**config.mk**
```make
export PLATFORM = sky130hd
export DESIGN_NAME = gerador_jogador
export DESIGN_NICKNAME = d
export VERILOG_FILES = /design/src/rtl/gerador_jogador.sv
export SDC_FILE = /design/constraint.sdc
export NUM_CORES = 1
export LEC_CHECK = 0
export CAP_MARGIN = 25
export CELL_PAD_IN_SITES_DETAIL_PLACEMENT = 1
export CELL_PAD_IN_SITES_GLOBAL_PLACEMENT = 2
export CORE_MARGIN = 5
export CORE_UTILIZATION = 29
export DETAILED_ROUTE_END_ITERATION = 16
export PLACE_DENSITY_LB_ADDON = 0.1
export SYNTH_ARGS = -nofsm -noshare
export SYNTH_HDL_FRONTEND = slang
export SYNTH_SLANG_ARGS = --single-unit
```
**constraint.sdc**
```tcl
create_clock -name clk -period 3 [get_ports clk]
set_input_delay 0.3 -clock clk [delete_from_list [all_inputs] [get_ports clk]]
set_output_delay 0.3 -clock clk [all_outputs]
set_load 0.02 [all_outputs]
```
**src/rtl/gerador_jogador.sv**
```systemverilog
// Player car generator: moves the car one step per frame from the buttons,
// holds a blinking crash state, and draws the 16x32 car sprite one clock late.
module gerador_jogador #(
  parameter int X_MIN         = 192,
  parameter int X_MAX         = 432,
  parameter int X_INICIAL     = 312,
  parameter int Y_CARRO       = 416,
  parameter int PASSO         = 4,
  parameter int FRAMES_BATIDA = 60
) (
  input  logic       clk,
  input  logic       reset,
  input  logic [9:0] x,
  input  logic [8:0] y,
  input  logic       quadro,
  input  logic       esquerda,
  input  logic       direita,
  input  logic       colisao,
  output logic [2:0] jogador,
  output logic [9:0] pos_x,
  output logic       batendo
);

  typedef enum logic {NORMAL = 1'b0, BATIDA = 1'b1} estado_t;

  localparam logic [10:0] X_MIN_L    = 11'(X_MIN);
  localparam logic [10:0] X_MAX_L    = 11'(X_MAX);
  localparam logic [10:0] PASSO_L    = 11'(PASSO);
  localparam logic [9:0]  X_MIN_P    = 10'(X_MIN);
  localparam logic [9:0]  X_MAX_P    = 10'(X_MAX);
  localparam logic [9:0]  X_INI_P    = 10'(X_INICIAL);
  localparam logic [9:0]  PASSO_P    = 10'(PASSO);
  localparam logic [9:0]  Y_CARRO_P  = 10'(Y_CARRO);
  localparam logic [5:0]  ULTIMO_P   = 6'(FRAMES_BATIDA - 1);

  estado_t     estado_r, estado_s;
  logic [9:0]  pos_r, pos_s;
  logic [5:0]  cont_r, cont_s;
  logic [2:0]  jog_r, cor_s;
  logic        bat_r;
  logic [9:0]  esq_s, dir_s;
  logic [10:0] dx_s;
  logic [9:0]  dy_s;
  logic [3:0]  c_s;
  logic [4:0]  r_s;
  logic        dentro_s, lateral_s, pneu_s, janela_s;

  // Clamped candidate positions; compared in 11 bits so a left step never wraps.
  always_comb begin
    esq_s = pos_r;
    dir_s = pos_r;
    if ({1'b0, pos_r} < X_MIN_L + PASSO_L) begin
      esq_s = X_MIN_P;
    end else begin
      esq_s = pos_r - PASSO_P;
    end
    if ({1'b0, pos_r} + PASSO_L > X_MAX_L) begin
      dir_s = X_MAX_P;
    end else begin
      dir_s = pos_r + PASSO_P;
    end
  end

  // Next state, position and crash frame counter.
  always_comb begin
    estado_s = estado_r;
    pos_s    = pos_r;
    cont_s   = cont_r;
    case (estado_r)
      NORMAL: begin
        if (colisao) begin
          estado_s = BATIDA;
          cont_s   = 6'd0;
        end else if (quadro) begin
          if (esquerda && !direita) begin
            pos_s = esq_s;
          end else if (direita && !esquerda) begin
            pos_s = dir_s;
          end else begin
            pos_s = pos_r;
          end
        end else begin
          pos_s = pos_r;
        end
      end
      BATIDA: begin
        if (quadro) begin
          if (cont_r == ULTIMO_P) begin
            estado_s = NORMAL;
            cont_s   = 6'd0;
          end else begin
            cont_s = cont_r + 6'd1;
          end
        end else begin
          cont_s = cont_r;
        end
      end
      default: begin
        estado_s = NORMAL;
        cont_s   = 6'd0;
      end
    endcase
  end

  // Sprite lookup against the current registered position; negative offsets
  // wrap to large unsigned values and fall outside the box.
  always_comb begin
    dx_s      = {1'b0, x} - {1'b0, pos_r};
    dy_s      = {1'b0, y} - Y_CARRO_P;
    c_s       = dx_s[3:0];
    r_s       = dy_s[4:0];
    dentro_s  = (dx_s < 11'd16) && (dy_s < 10'd32);
    lateral_s = (c_s < 4'd2) || (c_s > 4'd13);
    pneu_s    = lateral_s && (((r_s >= 5'd4) && (r_s <= 5'd9)) ||
                              ((r_s >= 5'd22) && (r_s <= 5'd27)));
    janela_s  = (r_s >= 5'd6) && (r_s <= 5'd11) && (c_s >= 4'd4) && (c_s <= 4'd11);
    if (!dentro_s) begin
      cor_s = 3'b111;
    end else if ((estado_r == BATIDA) && cont_r[3]) begin
      cor_s = 3'b111;
    end else if (pneu_s) begin
      cor_s = 3'b000;
    end else if (lateral_s) begin
      cor_s = 3'b111;
    end else if (janela_s) begin
      cor_s = 3'b110;
    end else begin
      cor_s = 3'b101;
    end
  end

  // State and output registers.
  always_ff @(posedge clk) begin
    if (reset) begin
      estado_r <= NORMAL;
      pos_r    <= X_INI_P;
      cont_r   <= 6'd0;
      jog_r    <= 3'b111;
      bat_r    <= 1'b0;
    end else begin
      estado_r <= estado_s;
      pos_r    <= pos_s;
      cont_r   <= cont_s;
      jog_r    <= cor_s;
      bat_r    <= (estado_s == BATIDA);
    end
  end

  assign jogador = jog_r;
  assign pos_x   = pos_r;
  assign batendo = bat_r;

endmodule

```
==> results of run 1 <==
power by group through the flow:
stage                     logic, mW  clock network (mW)  registers, mW
after floorplan               0.200                   0          0.270
after global placement        0.305                   0          0.262
after detailed placement      0.303                   0          0.263
after CTS                     0.305               0.217          0.257
after global routing          0.339               0.229          0.258
final                         0.301               0.207          0.257
worst paths after layout:
kind | end | slack [ns] | cells after the start
max | jogador[1]$_SDFF_PP1_ | 0.56 | 8
min | cont_r[1]$_SDFFE_PP0P_ | 0.53 | 2
max reg2reg | jogador[1]$_SDFF_PP1_ | 0.56 | 8
min reg2reg | cont_r[1]$_SDFFE_PP0P_ | 0.53 | 2
cells in the final DEF (no fill, tap or decap), types with 5 or more instances in the layout:
master / count
sky130_fd_sc_hd__a21oi_1: 20
sky130_fd_sc_hd__buf_4: 7
sky130_fd_sc_hd__clkdlybuf4s50_1: 34
sky130_fd_sc_hd__dfxtp_1: 18
sky130_fd_sc_hd__ha_1: 16
sky130_fd_sc_hd__inv_1: 21
sky130_fd_sc_hd__nand2_1: 16
sky130_fd_sc_hd__nand2b_1: 7
sky130_fd_sc_hd__nand3_1: 10
sky130_fd_sc_hd__nand4_1: 5
sky130_fd_sc_hd__nor2_1: 23
sky130_fd_sc_hd__nor2b_1: 9
sky130_fd_sc_hd__nor3_1: 9
sky130_fd_sc_hd__o21ai_0: 10
sky130_fd_sc_hd__o21ai_1: 5
sky130_fd_sc_hd__xnor2_1: 7
cells by family (layout without fill, tap and decap cells):
group / count (synthesis) / after routing / synth area share
flip-flops: 18 / 18 / 0.192
buffers and inverters: 34 / 67 / 0.0767
AND/OR/NAND/NOR: 98 / 98 / 0.291
other: 2 / 4 / 0.00400
AO/OA/AOI/OAI: 73 / 73 / 0.265
XOR/XNOR: 8 / 8 / 0.0373
adder cells (fa/ha/maj): 16 / 16 / 0.107
multiplexers: 4 / 4 / 0.0280
sequential cells by signal, summed over array words and instances (netlist names):
name / flops
cont_r: 6
batendo: 1
pos_x: 8
jogador: 3
layout make-up:
class                      count  share of cell area
timing repair buffer          41               0.166
multi-input combinational    203               0.583
clock buffer                   4              0.0233
sequential                    18               0.152
tap                           77              0.0407
inverter                      22              0.0349
through the flow:
stage / setup slack, ns / util / cells / instance area [um^2] / hold slack, ns
floorplan: 0.619 / - / 255 / 1880 / 0.436
global placement: 0.347 / 0.366 / 361 / 2310 / 0.509
CTS: 0.540 / 0.375 / 365 / 2370 / 0.531
detailed placement: 0.351 / 0.366 / 361 / 2310 / 0.517
finish: 0.559 / 0.375 / 365 / 2370 / 0.526
global route: 0.283 / 0.375 / 365 / 2370 / 0.553
metal layers:
layer | vias up | part of all wire
met1 | 888 | 0.50
met2 | 26 | 0.46
met4 | 0 | 0.0020
li1 | 994 | -
met3 | 4 | 0.040
met5 | - | 0
worst reg2reg max path, delay by kind of cell, from the launching register on:
kind | cells | cell delay [ns]
and+or+nand+nor | 2 | 0.48
AOI/OAI and AO/OA | 3 | 0.67
DFF | 1 | 0.41
muxes | 1 | 0.15
adders and majority gates | 1 | 0.44
buffers and inverters | 1 | 0.16
==> results list, run 1 <==
- The flow ran to the end, and the final reports show no timing, DRC or antenna violations.
* Launch instance of the worst min-delay path: cont_r[1]$_SDFFE_PP0P_
* First-pass GRT wire length: roughly 9.2 mm
- STA puts the critical path data required time at 3.13 ns.
- In this run the worst hold path is classified as reg2reg.
* RSZ-0062 raised after global routing: false
- Critical path buffer and inverter count: 1
- Measured against its own limit, the worst slew margin works out to 0.586.
* Vias per std cell: between 5 and 6
- In this run the most used layer during global routing was met2.
- Port buffering added 34 buffers.
* List of cells traversed by the critical path: inv_1, ha_1, a21oi_1, o21bai_1, mux2i_1, nand3_1, nor4_4, o221ai_1
* GRT Residual Overflow: 0
- Layout-stage area growth over the synthesis result: 26.1%
- Synthesis produced ~250 cells.
- CTS tree: done
- The initial utilization of the core area, before any placement, comes to 0.297.
- Sequential area share after synthesis: 0.192
* Clock network power share: 0.270
- PostCTS Resize Cnt: 0
* Number of ports placed on the die boundary: 39
- Total Routing Usage GR: 0.130
- In the global route stage, met1 resource usage came out at 0.175.
- Largest fanout on the critical path: 11
- Std-Cell Core Area: 6310 um^2
* Number of flip-flops and latches in the synthesized netlist: 18
- Summed over all nets, the switching power comes to between 200 and 300 uW.
* Residual DRC: 0
- Final period utilization: 0.814
* Fmax: slightly above 400 MHz
- Die span in y: about 90 um
- For this design the static power due to leakage is 0.899 nW.
- The most common cell in the synthesized netlist is sky130_fd_sc_hd__nor2_1.
* Worst stage delay on the critical path: 0.44 ns
* Met2 demand-to-capacity share in global routing: 0.220
- Number of global-route vias before repair: approximately 1900
- Number of fill cells: 797
- Each instance of the synthesized netlist takes up on average between 7 and 8 um^2.
- In this run the critical register-to-register path is launched from pos_x[7]$_SDFFE_PP0P_.
* Crit Path Class: reg2reg
- Overall power consumption after layout is estimated at ~770 uW.
- Transition time at the pin with the least slew margin: ~0.62 ns
* Met3 track utilization from global routing: 0.0300
- Share of the synthesized area in the top cell type: 0.192
* Clock net sink count: 18
* Area of combinational cells with multiple inputs: ~1400 um^2
- Element type at the critical path start: register
- Hpwl dp: approximately 4.4 mm
* Final Net Count: 330
* Largest cells by area after synthesis: sky130_fd_sc_hd__dfxtp_1, sky130_fd_sc_hd__ha_1, sky130_fd_sc_hd__a21oi_1
- Via count: between 1500 and 2000
- Combinational Power Share: 0.394
- The detail route stage leaves a number of antenna-violating nets equal to 0.
* Most used flip-flop cell after synthesis: sky130_fd_sc_hd__dfxtp_1
- In this run the number of H-tree levels came out at 1.
- Syn Std Cell Area: ~1900 um^2
- Routed Wire Length: approximately 5.4 mm
- The worst setup path is captured at a register.
* Clock skew after layout: between 0.005 and 0.006 ns
- CP arrival: 2.57 ns
- TritonCTS created 3 clock buffers.
- Final setup fails: 0
- The number of different library cells used by synthesis comes to between 50 and 60.
* Crit path launch: pos_x[7]$_SDFFE_PP0P_
* Internal cell power: 502 uW
- CTS placed an instance of sky130_fd_sc_hd__clkbuf_8 at the clock tree root.
- The number of antenna diodes in the final layout is 0.
* Share of post-route cells with drive strength above 1: 0.0625
- Once the clock tree was built, the setup fixing pass inserted 0 buffers.
- Yosys mapped a number of flops with a built-in enable equal to 0.
* WL per Instance: roughly 15 um
- The floorplan has 29 rows.
* Min cycle time layout: 2.44 ns
- The die covers slightly above 8000 um^2.
- For this run, the detailed router's first-pass iteration total came to 4.
- Synth cell count leaders: sky130_fd_sc_hd__nor2_1, sky130_fd_sc_hd__inv_1, sky130_fd_sc_hd__a21oi_1, sky130_fd_sc_hd__dfxtp_1
* Max stage delay cell, worst path: sky130_fd_sc_hd__ha_1
- Power density of the placed cells: ~320 nW/um^2
- Across the VDD grid, the largest voltage drop is 0.183 mV.
- Sequential Power Share: 0.336
- Proportion of synthesized flip-flops having asynchronous set or reset: 0
* Sw Ratio: 0.344
- After clock tree synthesis, the flow added hold-fix buffers numbering 0.
- Entering global routing, the biggest net connects 20 pins.
- For this run, the number of Yosys warnings is 0.
* Clk pin slew, worst setup/hold paths: about 0.080 ns
* Area leader, netlist: sky130_fd_sc_hd__dfxtp_1
* Clock Latency Late Sink: between 0.2 and 0.3 ns
- In this run, the number of DRC markers left after iteration 0 of detailed routing was between 50 and 60.
- The tool flagged a number of max-cap violations equal to 0.
* Final estimated routing congestion in global placement: just under 0.8
- Hold Violations, Final: 0
- No sink is reached through more buffers than the 2 on the longest clock path.
- Width of the die: ~90 um
- The number of antenna violations at the first check in global routing is 0.
- Grouping stages by cell kind, the critical path spends the most delay in compound AO/OA/AOI/OAI gates.
* Sequential Area: between 300 and 400 um^2
- Setup TNS after final layout: 0 ns
- The final max-slew violation count is 0.
Power figures use the tool's default switching activity.
==> run 2: changes to the inputs <==
==> constraint.sdc (replaced) <==
create_clock -name clk -period 2.5 [get_ports clk]
set_input_delay 0.25 -clock clk [delete_from_list [all_inputs] [get_ports clk]]
set_output_delay 0.25 -clock clk [all_outputs]
set_load 0.02 [all_outputs]
==> results list, run 2 (synthesized netlist as in run 1, its figures left out) <==
- The flow ran to the end, and the final reports show no timing, DRC or antenna violations.
- The number of global-route vias before repair was about 2000.
- Vias per std cell: around 5.3
* CP arrival: between 2 and 2.5 ns
- In this run the vertical extent of the chip is 90.4 um.
- The initial utilization of the core area, before any placement, comes to 0.297.
* Transition time at the pin with the least slew margin: between 0.5 and 0.6 ns
- Port bufs: 34
- The first detailed-routing pass took 4 iterations.
- The routed layout has between 2000 and 2500 vias.
- Number of nets with antenna violations after detailed routing: 0
- The first global-routing pass estimated around 9.6 mm of wire.
* Share of post-route cells with drive strength above 1: 0.106
- Number of design-rule violations left by the first detailed-router iteration: between 40 and 50
- In the global route stage, overall resource usage came out at 0.138.
- Cell area after layout: ~2500 um^2
- Die area: around 8000 um^2
* Peak VDD IR: around 0.16 mV
- Required time at the worst-slack endpoint: 2.63 ns
- The floorplan step defined a core boundary enclosing about 6300 um^2.
- Launch instance of the worst min-delay path: cont_r[4]$_SDFFE_PP0P_
- Clock-pin slew was measured on the worst setup and hold paths at roughly 0.080 ns.
* Reg-to-Reg Start: pos_x[6]$_SDFFE_PP0P_
- After detailed placement, the total cell area comes to between 2000 and 2500 um^2.
- Power density of the placed cells: 372 nW/um^2
- Setup repair after global routing left no endpoint under its margin.
* Root cell of the clock tree: sky130_fd_sc_hd__clkbuf_8
* Number of max-cap violations: 0
* Crit path launch: y[5]
- TritonCTS built the clock tree.
- Dividing the detail-routed wire length by the instance count gives ~15 um.
- Along the worst path, the maximum fanout reaches 3.
- Once detailed placement completed, the half-perimeter wirelength came to between 4 and 5 mm.
- Routed Wire Length: 5.59 mm
- The congestion estimate from routability-driven global placement came to roughly 0.8.
- Residual DRC: 0
* Overall power of the completed layout: just over 900 uW
- Measured against its own limit, the worst slew margin works out to 0.633.
- STA classifies the critical path startpoint as an input pin.
- The number of antenna violations at the first check in global routing is 0.
* Final count of pins violating max slew: 0
* Class of the worst hold path: reg2reg
* Clock skew after layout: approximately 0.008 ns
* GRT Residual Overflow: 0
- Clock latency on the worst-skew pair, taken at its later pin, is 0.26 ns.
- STA classifies the critical path endpoint as a register.
- Layout-stage area growth over the synthesis result: 31.7%
- The register with the most flip-flops in the layout has 8 of them.
- Summing all flip-flop and latch instances after layout gives around 360 um^2.
- Pin placement for this block handled 39 I/O pins.
* Pin count of the biggest net entering global routing: 20
- Summed over all cells, the static leakage comes to approximately 0.96 nW.
- Width of the die: around 90 um
- 0 antenna diodes ended up in the layout.
- The clock passes through at most 2 buffers.
- Final hold analysis gives a worst-case slack of roughly 0.52 ns.
- CTS built an H-tree with a depth of 1.
* Crit Path Class: in2reg
* Final setup fails: 0
* Area of combinational cells with multiple inputs: approximately 1400 um^2
- Min cycle time layout: ~2.3 ns
- Final Net Count: between 300 and 400
- Clock net sink count: 18
- Share of the core filled with cells: 0.391
* Leading cell type in the layout, fill and taps excluded: sky130_fd_sc_hd__clkdlybuf4s50_1
* Number of fill cells: 804
- FF-to-FF setup slack: 0.25 ns
* Commonest cells after routing, fill and taps aside: sky130_fd_sc_hd__clkdlybuf4s50_1, sky130_fd_sc_hd__nor2_1, sky130_fd_sc_hd__inv_1, sky130_fd_sc_hd__buf_4, sky130_fd_sc_hd__a21oi_1
- Setup Slack @ Placement: -0.135 ns
* TritonCTS Buffers: 3
- Of the available clock period, the critical path in the final layout requires 0.921.
* Hold Violations, Final: 0
- After floorplanning, the core was divided into 29 placement rows.
- Fmax: roughly 430 MHz
- Setup slack closes at 0.199 ns.
==> run 2: cell count changes in the layout (fill, tap and decap cells not counted) <==
cell                       before  now
sky130_fd_sc_hd__ha_4           0    1
sky130_fd_sc_hd__buf_4          7   21
sky130_fd_sc_hd__clkbuf_8       4    3
sky130_fd_sc_hd__ha_1          16   15
==> run 2: cell type report <==
| type | count | area share |
|---|---|---|
| inverters | 22 | 0.0334 |
| multi-input cells | 203 | 0.564 |
| flip-flops and latches | 18 | 0.146 |
| well taps | 77 | 0.0390 |
| clock buffers | 3 | 0.0167 |
| repair buffers | 55 | 0.202 |
==> run 2: through the flow <==
step                cells  setup TNS [ns]
detailed placement    375          -0.253
floorplan             255               0
global route          378               0
finish                378               0
global placement      375         -0.0573
CTS                   378               0
==> run 2: worst paths after layout <==
path | endpoint | depth (start not counted)
worst max-delay path | jogador[1]$_SDFF_PP1_ | 9
worst min-delay path | cont_r[4]$_SDFFE_PP0P_ | 1
worst max register to register | jogador[1]$_SDFF_PP1_ | 8
worst min register to register | cont_r[4]$_SDFFE_PP0P_ | 1
==> run 2: report_power, final <==
group | total [mW] | switching, mW | internal (mW)
logic | 0.403 | 0.209 | 0.195
registers | 0.304 | 0.00778 | 0.296
clock network | 0.212 | 0.105 | 0.107
total | 0.920 | 0.322 | 0.598
==> run 2: layer usage <==
layer  vias up  GRT usage  part of all wire
li1       1025          -                 -
met2        29      0.232              0.47
met3         2     0.0258             0.037
met4         0     0.0149            0.0034
met1       954      0.189              0.49
met5         -          0                 0
==> run 2: critical path, stage by stage <==
cell and delay [ns]:
sky130_fd_sc_hd__clkdlybuf4s50_1 0.47, sky130_fd_sc_hd__inv_1 0.05, sky130_fd_sc_hd__ha_1 0.26, sky130_fd_sc_hd__nor4bb_1 0.27
sky130_fd_sc_hd__nand4_1 0.14, sky130_fd_sc_hd__nor4_1 0.30, sky130_fd_sc_hd__nand3_1 0.16, sky130_fd_sc_hd__nor4_4 0.35
sky130_fd_sc_hd__o221ai_1 0.18
==> run 2: timing repair <==
action                                  4_1_cts  5_1_grt
gates resized for setup                       0        1
hold endpoints to repair                      0        0
buffers inserted                              0        0
endpoints found under the setup margin        0        1
hold buffers                                  0        0
